## src/rtl/int_adder_result_stage.sv

```systemverilog
// -----------------------------------------------------------------------------
// int_adder_result_stage
//
// Registered output stage behind the combinational integer adder. Each accepted
// adder result is stored together with its derived status flags (carry/borrow,
// zero, negative, signed overflow) and presented on a valid/ready interface.
// A main register plus one skid register give full throughput while keeping
// in_ready registered. A sticky overflow flag and a wrapping accepted-result
// counter are kept for software/debug visibility.
//
// Ports:
//   clk, rst          clock (rising edge), asynchronous active-high reset
//   in_valid/in_ready upstream handshake (in_ready is registered)
//   in_sum, in_carry  adder sum and carry-out
//   in_a_msb          MSB of operand A
//   in_b_msb          MSB of operand B before any inversion
//   in_sub            1 = subtract (upstream inverted B, carry_in = 1)
//   out_valid/out_ready downstream handshake
//   out_result        registered sum
//   out_carry         add: carry, sub: borrow
//   out_zero, out_neg, out_ovf  result flags
//   ovf_sticky, ovf_clr         sticky overflow and its synchronous clear
//   result_cnt        number of results accepted downstream (wraps)
// -----------------------------------------------------------------------------
module int_adder_result_stage #(
    parameter int unsigned DATA_WIDTH = 32,
    parameter int unsigned CNT_WIDTH  = 16
) (
    input  logic                  clk,
    input  logic                  rst,
    input  logic                  in_valid,
    output logic                  in_ready,
    input  logic [DATA_WIDTH-1:0] in_sum,
    input  logic                  in_carry,
    input  logic                  in_a_msb,
    input  logic                  in_b_msb,
    input  logic                  in_sub,
    output logic                  out_valid,
    input  logic                  out_ready,
    output logic [DATA_WIDTH-1:0] out_result,
    output logic                  out_carry,
    output logic                  out_zero,
    output logic                  out_neg,
    output logic                  out_ovf,
    output logic                  ovf_sticky,
    input  logic                  ovf_clr,
    output logic [CNT_WIDTH-1:0]  result_cnt
);

    // Entry layout: {ovf, neg, zero, carry, sum}
    localparam int unsigned EW = DATA_WIDTH + 4;

    logic          flag_carry;
    logic          flag_zero;
    logic          flag_neg;
    logic          flag_ovf;
    logic [EW-1:0] in_entry;

    logic [EW-1:0]        main_q, main_d;
    logic                 main_vld_q, main_vld_d;
    logic [EW-1:0]        skid_q, skid_d;
    logic                 skid_vld_q, skid_vld_d;
    logic                 in_ready_q, in_ready_d;
    logic                 sticky_q, sticky_d;
    logic [CNT_WIDTH-1:0] cnt_q, cnt_d;

    logic in_xfer;
    logic out_xfer;

    // Flags are derived from the raw adder outputs before registering. With
    // in_sub set, B was inverted upstream, so the effective B sign is
    // in_b_msb ^ in_sub and the adder carry-out is the inverse of a borrow.
    always_comb begin
        flag_carry = in_carry ^ in_sub;
        flag_zero  = (in_sum == '0);
        flag_neg   = in_sum[DATA_WIDTH-1];
        flag_ovf   = (in_a_msb == (in_b_msb ^ in_sub)) &&
                     (in_sum[DATA_WIDTH-1] != in_a_msb);
        in_entry   = {flag_ovf, flag_neg, flag_zero, flag_carry, in_sum};
    end

    assign in_xfer  = in_valid && in_ready_q;
    assign out_xfer = main_vld_q && out_ready;

    always_comb begin
        main_d     = main_q;
        main_vld_d = main_vld_q;
        skid_d     = skid_q;
        skid_vld_d = skid_vld_q;
        sticky_d   = sticky_q;
        cnt_d      = cnt_q;

        if (out_xfer) begin
            cnt_d = cnt_q + CNT_WIDTH'(1);
            if (skid_vld_q) begin
                main_d     = skid_q;
                skid_vld_d = 1'b0;
            end else begin
                main_vld_d = 1'b0;
            end
        end

        // in_ready is low whenever skid is full, so an input transfer never
        // coincides with the skid-to-main move above.
        if (in_xfer) begin
            if ((!main_vld_q || out_xfer) && !skid_vld_q) begin
                main_d     = in_entry;
                main_vld_d = 1'b1;
            end else begin
                skid_d     = in_entry;
                skid_vld_d = 1'b1;
            end
        end

        // Setting on an overflowing transfer takes priority over the clear.
        if (out_xfer && main_q[DATA_WIDTH+3]) begin
            sticky_d = 1'b1;
        end else if (ovf_clr) begin
            sticky_d = 1'b0;
        end

        in_ready_d = !skid_vld_d;
    end

    always_ff @(posedge clk or posedge rst) begin
        if (rst) begin
            main_q     <= '0;
            main_vld_q <= 1'b0;
            skid_q     <= '0;
            skid_vld_q <= 1'b0;
            in_ready_q <= 1'b1;
            sticky_q   <= 1'b0;
            cnt_q      <= '0;
        end else begin
            main_q     <= main_d;
            main_vld_q <= main_vld_d;
            skid_q     <= skid_d;
            skid_vld_q <= skid_vld_d;
            in_ready_q <= in_ready_d;
            sticky_q   <= sticky_d;
            cnt_q      <= cnt_d;
        end
    end

    assign in_ready   = in_ready_q;
    assign out_valid  = main_vld_q;
    assign out_result = main_q[DATA_WIDTH-1:0];
    assign out_carry  = main_q[DATA_WIDTH];
    assign out_zero   = main_q[DATA_WIDTH+1];
    assign out_neg    = main_q[DATA_WIDTH+2];
    assign out_ovf    = main_q[DATA_WIDTH+3];
    assign ovf_sticky = sticky_q;
    assign result_cnt = cnt_q;

endmodule

```

## config.mk

```make
export PLATFORM = sky130hd
export DESIGN_NAME = int_adder_result_stage
export DESIGN_NICKNAME = d
export VERILOG_FILES = /design/src/rtl/int_adder_result_stage.sv
export SDC_FILE = /design/constraint.sdc
export NUM_CORES = 1
export LEC_CHECK = 0
export BUFFER_PORTS_ARGS = -buffer_cell sky130_fd_sc_hd__buf_4
export CORE_MARGIN = 5
export CORE_UTILIZATION = 57
export DETAILED_ROUTE_END_ITERATION = 12
export PLACE_DENSITY = 0.84
export REMOVE_ABC_BUFFERS = 1
export SETUP_SLACK_MARGIN = 0.2
export SYNTH_ARGS = -nofsm -noshare
export SYNTH_HDL_FRONTEND = slang
export SYNTH_SLANG_ARGS = --single-unit
```

## constraint.sdc

```tcl
create_clock -name clk -period 7 [get_ports clk]
set_input_delay 1.4 -clock clk [delete_from_list [all_inputs] [get_ports clk]]
set_output_delay 1.4 -clock clk [all_outputs]
set_load 0.05 [all_outputs]
```

Word level (Yosys, flattened, before mapping)
Cells that the tools add are included.
- bits of input ports: 41
- word-level logic and storage cells: 38
- flip-flop bits (word level): 92
- $add $sub $neg: 1
- mux-type cells: 13
- reductions and logical operators: 12
- bitwise gates (word level): 3
- eq/ne operators: 2
- operators by type and width (kind ; count):
    two-way mux 36 bit ; 4
    zero test 32 bit ; 1
    adder 16 x 1 -> 16 bit, second input constant ; 1
    two-way mux 1 bit ; 9
    logical AND 1 bit ; 5
    zero test 1 bit ; 3
    AND reduction 2 bit ; 1
    nonzero test 2 bit ; 1
    bitwise XOR 1 bit ; 2
    == test 1 bit ; 1
    logical OR 1 bit ; 1
    inequality test 1 bit ; 1
    inverter 1 bit ; 1

Logic depth before layout (Yosys ltp)
Gate-level depths: netlist of run 1.
- depth after elaboration: 6
- gate-level depth with buffers: 7

Worst setup path after synthesis of run 1
OpenSTA, ideal clock, no wires.
- path type: input to register
- from: in out_ready
- to: reg skid_q[11]
- buffers on the path: 3
- setup time: 0.125 ns
- stages: 6
- data required time: 6.875 ns
- path slack: 4.464 ns
- arrival: 2.410 ns
- cell sequence: buf_2 nor2b_4 o21bai_1 buf_6 buf_6 mux2_4
- word-level cells in the longest chain between the ends: 5
- RTL lines (element ; line ; RTL):
    start: declaration ; 39 ; input logic out_ready,
    logical AND 1 bit ; 83 ; assign out_xfer = main_vld_q && out_ready;
    logical OR 1 bit ; 106 ; if ((!main_vld_q || out_xfer) && !skid_vld_q) begin
    logical AND 1 bit ; 106 ;
    inverter 1 bit (no source line) ; -- ;
    AND reduction 2 bit (no source line) ; -- ;
    end signal: assignment ; 137 ; skid_q <= skid_d;
    end: declaration ; 61 ; logic [EW-1:0] skid_q, skid_d;
Every way passes these cells.
A chain may end at the register's enable or synchronous reset.

Final worst setup path of run 1
- from: in out_ready
- to: reg main_q[34]
- word-level cells in the longest chain between the ends: 5
- elaborated cells between the ends (all ways): 6
- RTL lines (element ; line ; RTL):
    logical AND 1 bit * ; 83 ;
    logical OR 1 bit ; 106 ;
    logical AND 1 bit ; 106 ;
    two-way mux 36 bit ; 106 ;
    two-way mux 36 bit * ; 105 ; if (in_xfer) begin
    named net main_d[34] ; 59 ; logic [EW-1:0] main_q, main_d;
    end signal: assignment ; 135 ; main_q <= main_d;
    end: declaration ; 59 ;
Mark *: on every way through the listed nets, which the timed path passes. The rest lies on a longest branch.

==> impl_metrics.yaml, run 1 <==
clock_tree:
  clock-root-buffer: "clkbuf_8"
  clock_path_buffers: 2
  hold_buffers: 0
  clk_latency_ns: 0.34
  clkSinkCount: 91
  clk_pin_slew_ns: 0.08
  cts_resized: 0
  cts_setup_buffers: 0
  numCtsBuffers: 9
  tritoncts: "yes"
  htree_levels: 3
grt:
  grt_overflow: 0
  grt_max_degree: 55
  antenna_found_initial: 0
  grt_pass1_vias: 2926
  grt_util_all_layers: 0.200
  grt_pass1_wl_microns: 13900
detailed_routing:
  drt-initial-drc-count: 89
  ant_nets: 0
  routedWlPerCell_microns: 16.0
  vias: 2763
  viasPerCell: 5.30
  wl_met1_microns: 3640
  dr_wl_met2_microns: 4190
  wl_met3_microns: 373
  drc: 0
  top_layer: "met4"
  drt_wl_total_microns: 8330
  dr.pass1.iters: 4
floorplan:
  core_area_sq_mm: 0.00679
  die_w_microns: 93.5
  start_util: 0.585
  io-pin-count: 96
  die_y_microns: 93.5
  die-area_sq_mm: 0.00874
  rows: 30
placed_design:
  pre_cts_ws_ns: 3.68
  place_area_sq_mm: 0.00475
  numPortBuffers: 95
  place.gp.congestion: 0.773
  detailedPlacementHpwl_microns: 5820
  dp_cells: 505
setup_path:
  rrSetupSlack_ns: 4.62
  crit_path_end_kind: "register"
  max_stage_delay_ns: 0.87
  cp_data_required_time_ns: 7.26
  worstSetupPathType: "input port to register"
  startpoint_type: "input port"
  path_common_cell: "buf_4"
  crit_fanout: 35
  cp_cell_sequence: "buf_4, nor2b_4, nor3_4, buf_4, a41oi_1, a21oi_1"
  worstPathArrival_ns: 3.23
  slowest_stage: "nor3_4"
logic_synthesis:
  ys_ff_latch: 91
  avgSynthCellArea_sq_um: 12.2
  syn_area_sq_mm: 0.00397
  yosys_warnings: 0
  ys_seq_area_frac: 0.573
  synth_cells: 327
  yosysUniqueCellTypes: 31
flow_run:
  cap_violations: 0
sta:
  rsz0062_at_grt: "false"
  fin_worst_skew_ns: 0.0126
  min_period_over_period: 0.425
  timing.final.ws_setup_ns: 4.03
  hold_viol_final: 0
  max-slew-margin-rel: 0.266
  tightest_slew_ns: 1.10
  fmax_mhz: 336
  setup_violations: 0
  setup-tns-final_ns: 0
  maxSlewViolCount: 0
  period_minus_slack_ns: 2.97
power_and_ir_drop:
  peakVddDrop_mv: 0.243
  leakage_uw: 0.00252
  power_density_mw_per_mm2: 480
final_layout:
  insertedDiodeCount: 0
  stdcell_area_sq_mm: 0.00495
  drive_above_1_share: 0.372
  num-fill-cells: 490
  fin_nets: 462
  final_cells: 521
  area_growth_syn_to_layout_pct: 24.5
worst_hold_path:
  holdCritPathClass: "register to register"
outcome:
  status: "finished, final reports clean"
==> layout by cell type (no fill, tap or decap), drive strengths merged <==
cell	instances
mux2	36
o21ai	36
nor3	1
nand4	5
o21bai	1
clkbuf	11
bufinv	1
mux2i	32
nor2b	2
xor2	6
clkinvlp	1
or2	1
nand2	43
buf	99
a22oi	1
nor4	10
inv	5
clkinv	4
nor2	11
xnor2	11
a21o	1
nand3	9
dfrtp	90
ha	1
and3	1
a41oi	1
dfstp	1
a21oi	4
==> cell type report <==
class                      instances  area (sq um)  area share
multi-input combinational        213          1590       0.321
timing repair buffer              99           743       0.150
inverter                           6          23.8     0.00481
clock inverter                     5          52.6      0.0106
sequential                        91          2280       0.461
clock buffer                      11           141      0.0286
tap                               96           120      0.0243
==> cell usage after synthesis <==
cell type,count,area [sq um]
and3_1,1,6.26
nor2_1,11,41.3
o21ai_0,35,175
ha_1,1,12.5
a41oi_1,1,8.76
mux2_4,15,225
or2_2,1,6.26
nor4_2,1,12.5
nand2_1,43,161
nor3_2,1,10.0
nand4_1,5,31.3
nor2b_4,1,13.8
nand3_1,9,45.0
xnor2_1,11,96.3
dfrtp_1,90,2250
mux2i_1,32,320
buf_2,5,25.0
o21bai_1,1,7.51
clkbuf_1,5,18.8
inv_1,6,22.5
a21oi_1,4,20.0
buf_6,3,33.8
xor2_1,6,52.6
buf_4,4,30.0
nor2b_1,1,6.26
mux2_2,21,236
o21ai_1,1,5.00
a22oi_1,1,7.51
dfstp_2,1,26.3
a21o_1,1,7.51
nor4_1,9,56.3
==> report_power, final <==
group	leakage, uW	switching [uW]	internal (uW)
clock	0.0000991	172	173
sequential	0.00112	149	754
combinational	0.00130	702	425
==> path summary, 6_finish.rpt <==
kind,from,end,cells past startpoint
setup reg to reg,register,main_q[34]$_DFF_PP0_,5
min in group asynchronous,rst,main_q[7]$_DFF_PP0_,2
hold / removal,result_cnt[15]$_DFFE_PP0P_,result_cnt[15]$_DFFE_PP0P_,1
setup / recovery,out_ready,main_q[34]$_DFF_PP0_,6
max in group asynchronous,rst,skid_q[21]$_DFFE_PP0P_,3
hold reg to reg,result_cnt[15]$_DFFE_PP0P_,result_cnt[15]$_DFFE_PP0P_,1
==> logic make-up after synthesis <==
family | synth area share
muxes | 0.197
buffers and inverters | 0.0327
adders and majority gates | 0.00315
xor gates and xnor gates | 0.0375
and+or+nand+nor | 0.0982
DFF | 0.573
AOI/OAI and AO/OA | 0.0583
==> metrics by stage <==
stage	power, uW	utilization	hold WS [ns]
final	2370	0.728	0.472
after global routing	2510	0.728	0.511
after CTS	2390	0.728	0.479
after detailed placement	2040	0.700	0.468
after global placement	2000	0.700	0.460
after floorplan	1700	-	0.446
==> worst max-delay path, delay by kind of cell <==
kind	cells	cell delay, ns
simple gates	2	0.94
compound gates	2	0.26
buf+inv	2	0.61
==> flip-flops by register name, indices dropped and copies added (netlist names), named ones only <==
register and count:
skid_q 35, skid_vld_q 1, ovf_sticky 1, in_ready 1, main_q 36, result_cnt 16
==> per-layer routing <==
layer / vias up / GRT usage
met1: 1366 / 0.261
met5: - / 0
met3: 10 / 0.0434
met4: 0 / 0.0720
met2: 71 / 0.328
li1: 1316 / -
(Power assumes the default switching activity.)
==> run 2, diff against run 1 <==
- CORE_UTILIZATION: 57 -> 53
- PLACE_DENSITY: 0.84 -> 0.79
- clock period: 7 -> 2.8 ns (I/O delays scaled with it)
==> run 2 against run 1 <==
Via count decreased by 0.76%. Die area increased by 6.7%. Sequential cell count unchanged. Hold slack got worse by 0.19 ns. Non-clock buffer count increased by 3. Sequential share of layout area decreased by 0.54 points. Cell count increased by 1.2%. Highest routed layer unchanged.
==> impl_metrics.yaml, run 2 (synthesis gave the netlist of run 1 again) <==
sta:
  period_minus_slack_ns: 1.83
  min_period_over_period: 0.652
  setup_violations: 0
  hold_ws_ns: 0.280
  fmax_mhz: 547
  fin_worst_skew_ns: 0.0101
  hold_viol_final: 0
  maxSlewViolCount: 0
  rsz0062_at_grt: "false"
  max-slew-margin-rel: 0.554
  tightest_slew_ns: 0.669
grt:
  grt_max_degree: 41
  grt_pass1_wl_microns: 13600
  grt_util_all_layers: 0.189
  grt_pass1_vias: 2849
  grt_overflow: 0
  antenna_found_initial: 0
flow_run:
  cap_violations: 0
placed_design:
  place.gp.congestion: 0.746
  place_area_sq_mm: 0.00478
  dp_cells: 511
  detailedPlacementHpwl_microns: 6050
  numPortBuffers: 95
floorplan:
  io-pin-count: 96
  die-area_sq_mm: 0.00933
  core_area_sq_mm: 0.00729
  die_w_microns: 96.6
  rows: 31
  die_y_microns: 96.6
  start_util: 0.545
clock_tree:
  tritoncts: "yes"
  cts_setup_buffers: 0
  numCtsBuffers: 9
  clkSinkCount: 91
  hold_buffers: 0
  clock_path_buffers: 2
  htree_levels: 3
  cts_resized: 0
  clk_pin_slew_ns: 0.09
  clk_latency_ns: 0.34
  clock-root-buffer: "clkbuf_8"
final_layout:
  final_cell_mix: "buf_4 (102), dfrtp_1 (90), nand2_1 (43)"
  top_register: "main_q"
  layout_commonest_cell: "buf_4"
  stdcell_area_sq_mm: 0.00501
  num-fill-cells: 565
  seqCellArea_sq_mm: 0.00228
  final_cells: 527
  fin_nets: 465
  largest_register_ffs: 36
  area_growth_syn_to_layout_pct: 26.0
  multi_input_area_sq_mm: 0.00159
  insertedDiodeCount: 0
  drive_above_1_share: 0.379
detailed_routing:
  viasPerCell: 5.20
  dr.pass1.iters: 4
  ant_nets: 0
  drt-initial-drc-count: 89
  drt_wl_total_microns: 8330
  drc: 0
  vias: 2742
  routedWlPerCell_microns: 15.8
setup_path:
  worstPathArrival_ns: 2.07
  cp_data_required_time_ns: 3.04
  worstSetupPathType: "register to register"
  crit_fanout: 29
  crit_path_end_kind: "register"
  startpoint_type: "register"
worst_hold_path:
  holdCritPathClass: "input port to asynchronous set/reset pin"
power_and_ir_drop:
  power_density_mw_per_mm2: 1210
  peakVddDrop_mv: 0.604
  leakage_uw: 0.00254
  power_uw: 6040
outcome:
  status: "finished, final reports clean"
## run 2: final cells by class
| type | count | share of cell area |
|---|---|---|
| Tap cell | 99 | 0.0247 |
| Multi-Input combinational cell | 213 | 0.317 |
| Timing Repair Buffer | 102 | 0.153 |
| Clock buffer | 10 | 0.0275 |
| Clock inverter | 6 | 0.0177 |
| Inverter | 6 | 0.00475 |
| Sequential cell | 91 | 0.455 |
## run 2: worst max-delay path: stages (launching register included)
cell and delay (ns):
dfrtp_1 0.51, nand3_2 0.26, buf_4 0.49, mux2i_1 0.25, nor2_1 0.06, a21o_1 0.16
## run 2: path summary, 6_finish.rpt
kind	startpoint	to	slack, ns	cells past startpoint
setup / recovery	skid_vld_q$_DFF_PP0_	main_q[33]$_DFF_PP0_	0.97	5
hold / removal	rst	main_q[7]$_DFF_PP0_	0.28	2
setup reg to reg	skid_vld_q$_DFF_PP0_	main_q[33]$_DFF_PP0_	0.97	5
hold reg to reg	skid_q[32]$_DFFE_PP0P_	skid_q[32]$_DFFE_PP0P_	0.48	2
max in group asynchronous	rst	in_ready$_DFF_PP1_	1.75	3
min in group clk	ovf_clr	ovf_sticky$_DFFE_PP0P_	0.41	2
## run 2: routing by layer
| metal | track usage | routed length [microns] | vias up |
|---|---|---|---|
| li1 | - | - | 1324 |
| met1 | 0.263 | 3760 | 1335 |
| met2 | 0.294 | 3980 | 72 |
| met3 | 0.0465 | 490 | 11 |
| met4 | 0.0619 | 94 | 0 |
| met5 | 0 | 0 | - |
## run 2: metrics by stage
step                      setup WS (ns)  utilization  setup TNS (ns)
after floorplan                  -0.729            -          -45.11
after global placement            0.829        0.655               0
after detailed placement          0.783        0.655               0
after CTS                         0.969        0.687               0
after global routing              0.882        0.687               0
final                             0.973        0.687               0
## run 2: power breakdown
group	internal [uW]	switching, uW
registers	1890	379
clock network	527	447
logic	1060	1740
total	3480	2560
==> run 3, diff against run 2 <==
- CORE_UTILIZATION: 53 -> 48
- PLACE_DENSITY: 0.79 -> 0.76
- clock period: 2.8 -> 1.5 ns (I/O delays scaled with it)
==> run 3 against run 2 <==
The run now ends with negative setup slack left. Cell count rose by 13%. Combinational power rose to 2.8 times the previous value. Total power rose by 130%. Largest cell class unchanged. Largest power group unchanged.
==> impl_metrics.yaml, run 3 (synthesis gave the netlist of run 1 again) <==
worst_hold_path:
  holdCritPathClass: "input port to asynchronous set/reset pin"
outcome:
  status: "finished, violations left"
  failed_checks: "negative setup slack"
power_and_ir_drop:
  leakage_uw: 0.00329
  peakVddDrop_mv: 1.36
  power_density_mw_per_mm2: 2200
final_layout:
  insertedDiodeCount: 0
  final_cell_mix: "buf_4 (116), dfrtp_1 (86), mux2_4 (34)"
  area_growth_syn_to_layout_pct: 61.1
  final_core_util: 0.787
  top_register: "main_q"
  largest_register_ffs: 36
  layout_commonest_cell: "buf_4"
  fin_nets: 529
  drive_above_1_share: 0.589
clock_tree:
  htree_levels: 3
  clock-root-buffer: "clkbuf_8"
  numCtsBuffers: 9
  clk_latency_ns: 0.35
  hold_buffers: 0
  tritoncts: "yes"
  clk_pin_slew_ns: 0.10
  clock_path_buffers: 2
  clkSinkCount: 91
placed_design:
  place.gp.congestion: 0.723
  numPortBuffers: 95
  detailedPlacementHpwl_microns: 6280
floorplan:
  die-area_sq_mm: 0.0102
  core_area_sq_mm: 0.00813
  io-pin-count: 96
  die_w_microns: 101
  rows: 33
  start_util: 0.489
  die_y_microns: 101
setup_path:
  startpoint_type: "register"
  crit_path_end_kind: "register"
  worstSetupPathType: "register to register"
  worstPathArrival_ns: 1.85
  cp_data_required_time_ns: 1.71
  crit_fanout: 4
grt:
  grt_use_met2: 0.358
  grt_overflow: 0
  grt_pass1_wl_microns: 17000
  grt_util_all_layers: 0.215
  met1_usage: 0.288
  grt_pass1_vias: 3290
  grt_max_degree: 92
  antenna_found_initial: 0
  met3_usage: 0.0388
  busiest_layer: "met2"
detailed_routing:
  drc: 0
  dr.pass1.iters: 4
  vias: 3257
  drt-initial-drc-count: 185
  drt_wl_total_microns: 12100
  ant_nets: 0
  routedWlPerCell_microns: 20.2
  viasPerCell: 5.46
sta:
  rsz0062_at_grt: "true"
  maxSlewViolCount: 0
  timing.final.ws_setup_ns: -0.145
  setup_violations: 3
  max-slew-margin-rel: 0.666
  fmax_mhz: 608
  setup-tns-final_ns: -0.203
  min_period_over_period: 1.10
  period_minus_slack_ns: 1.64
  fin_worst_skew_ns: 0.00998
  tightest_slew_ns: 0.501
  hold_viol_final: 0
flow_run:
  cap_violations: 0
==> run 3: power breakdown <==
group          internal [uW]  leakage (uW)  switching (uW)
registers               3530       0.00112             817
clock network           1110      0.000113             906
logic                   3590       0.00205            4160
==> run 3: metrics by stage <==
| step | power, uW | hold slack [ns] | instance area, sq um | std cells | setup WS, ns |
|---|---|---|---|---|---|
| global route | 14700 | 0.0770 | 6400 | 597 | -0.174 |
| finish | 14100 | 0.0246 | 6400 | 597 | -0.145 |
| floorplan | 7950 | 0.408 | 3870 | 310 | -2.03 |
| detailed placement | 9820 | 0.456 | 4940 | 529 | 0.0175 |
| global placement | 9630 | 0.448 | 4940 | 529 | 0.0328 |
| CTS | 12800 | 0.0572 | 5790 | 573 | 0.0319 |
==> run 3: final timing paths <==
path	startpoint	end	slack [ns]	depth (start not counted)
worst max-delay path	register	main_q[34]$_DFF_PP0_	-0.14	6
worst min-delay path	rst	main_q[10]$_DFF_PP0_	0.02	3
worst max register to register	register	main_q[34]$_DFF_PP0_	-0.14	6
worst min register to register	skid_q[32]$_DFFE_PP0P_	skid_q[32]$_DFFE_PP0P_	0.51	2
max in group asynchronous	rst	result_cnt[4]$_DFFE_PP0P_	1.06	3
min in group clk	ovf_clr	ovf_sticky$_DFFE_PP0P_	0.13	2
==> run 3: area by class of cell <==
cell class	count	area, sq um
sequential	91	2280
clock inverter	6	114
tap	105	131
fill	456	1730
clock buffer	10	128
multi-input combinational	213	2010
timing repair buffer	166	1710
inverter	6	23.8
==> run 3: repair_timing <==
action / in CTS / in global routing
pin swaps: 16 / 42
resized for setup: 72 / 121
setup buffers: 20 / 23
endpoints found under the hold margin: 0 / 0
cloned: 8 / 1
setup endpoints to repair: 92 / 107
==> run 3: metal layers <==
layer	vias to the layer above	share of wire
met4	0	0.019
li1	1467	-
met1	1650	0.41
met2	122	0.52
met3	18	0.055
met5	-	0
==> run 3: critical path, cell delays in order, from the launching register on <==
cell and delay [ns]:
dfrtp_1 0.42, nor2b_4 0.24, nor3_4 0.06, buf_6 0.13
buf_4 0.13, a41oi_1 0.32, a21oi_1 0.19
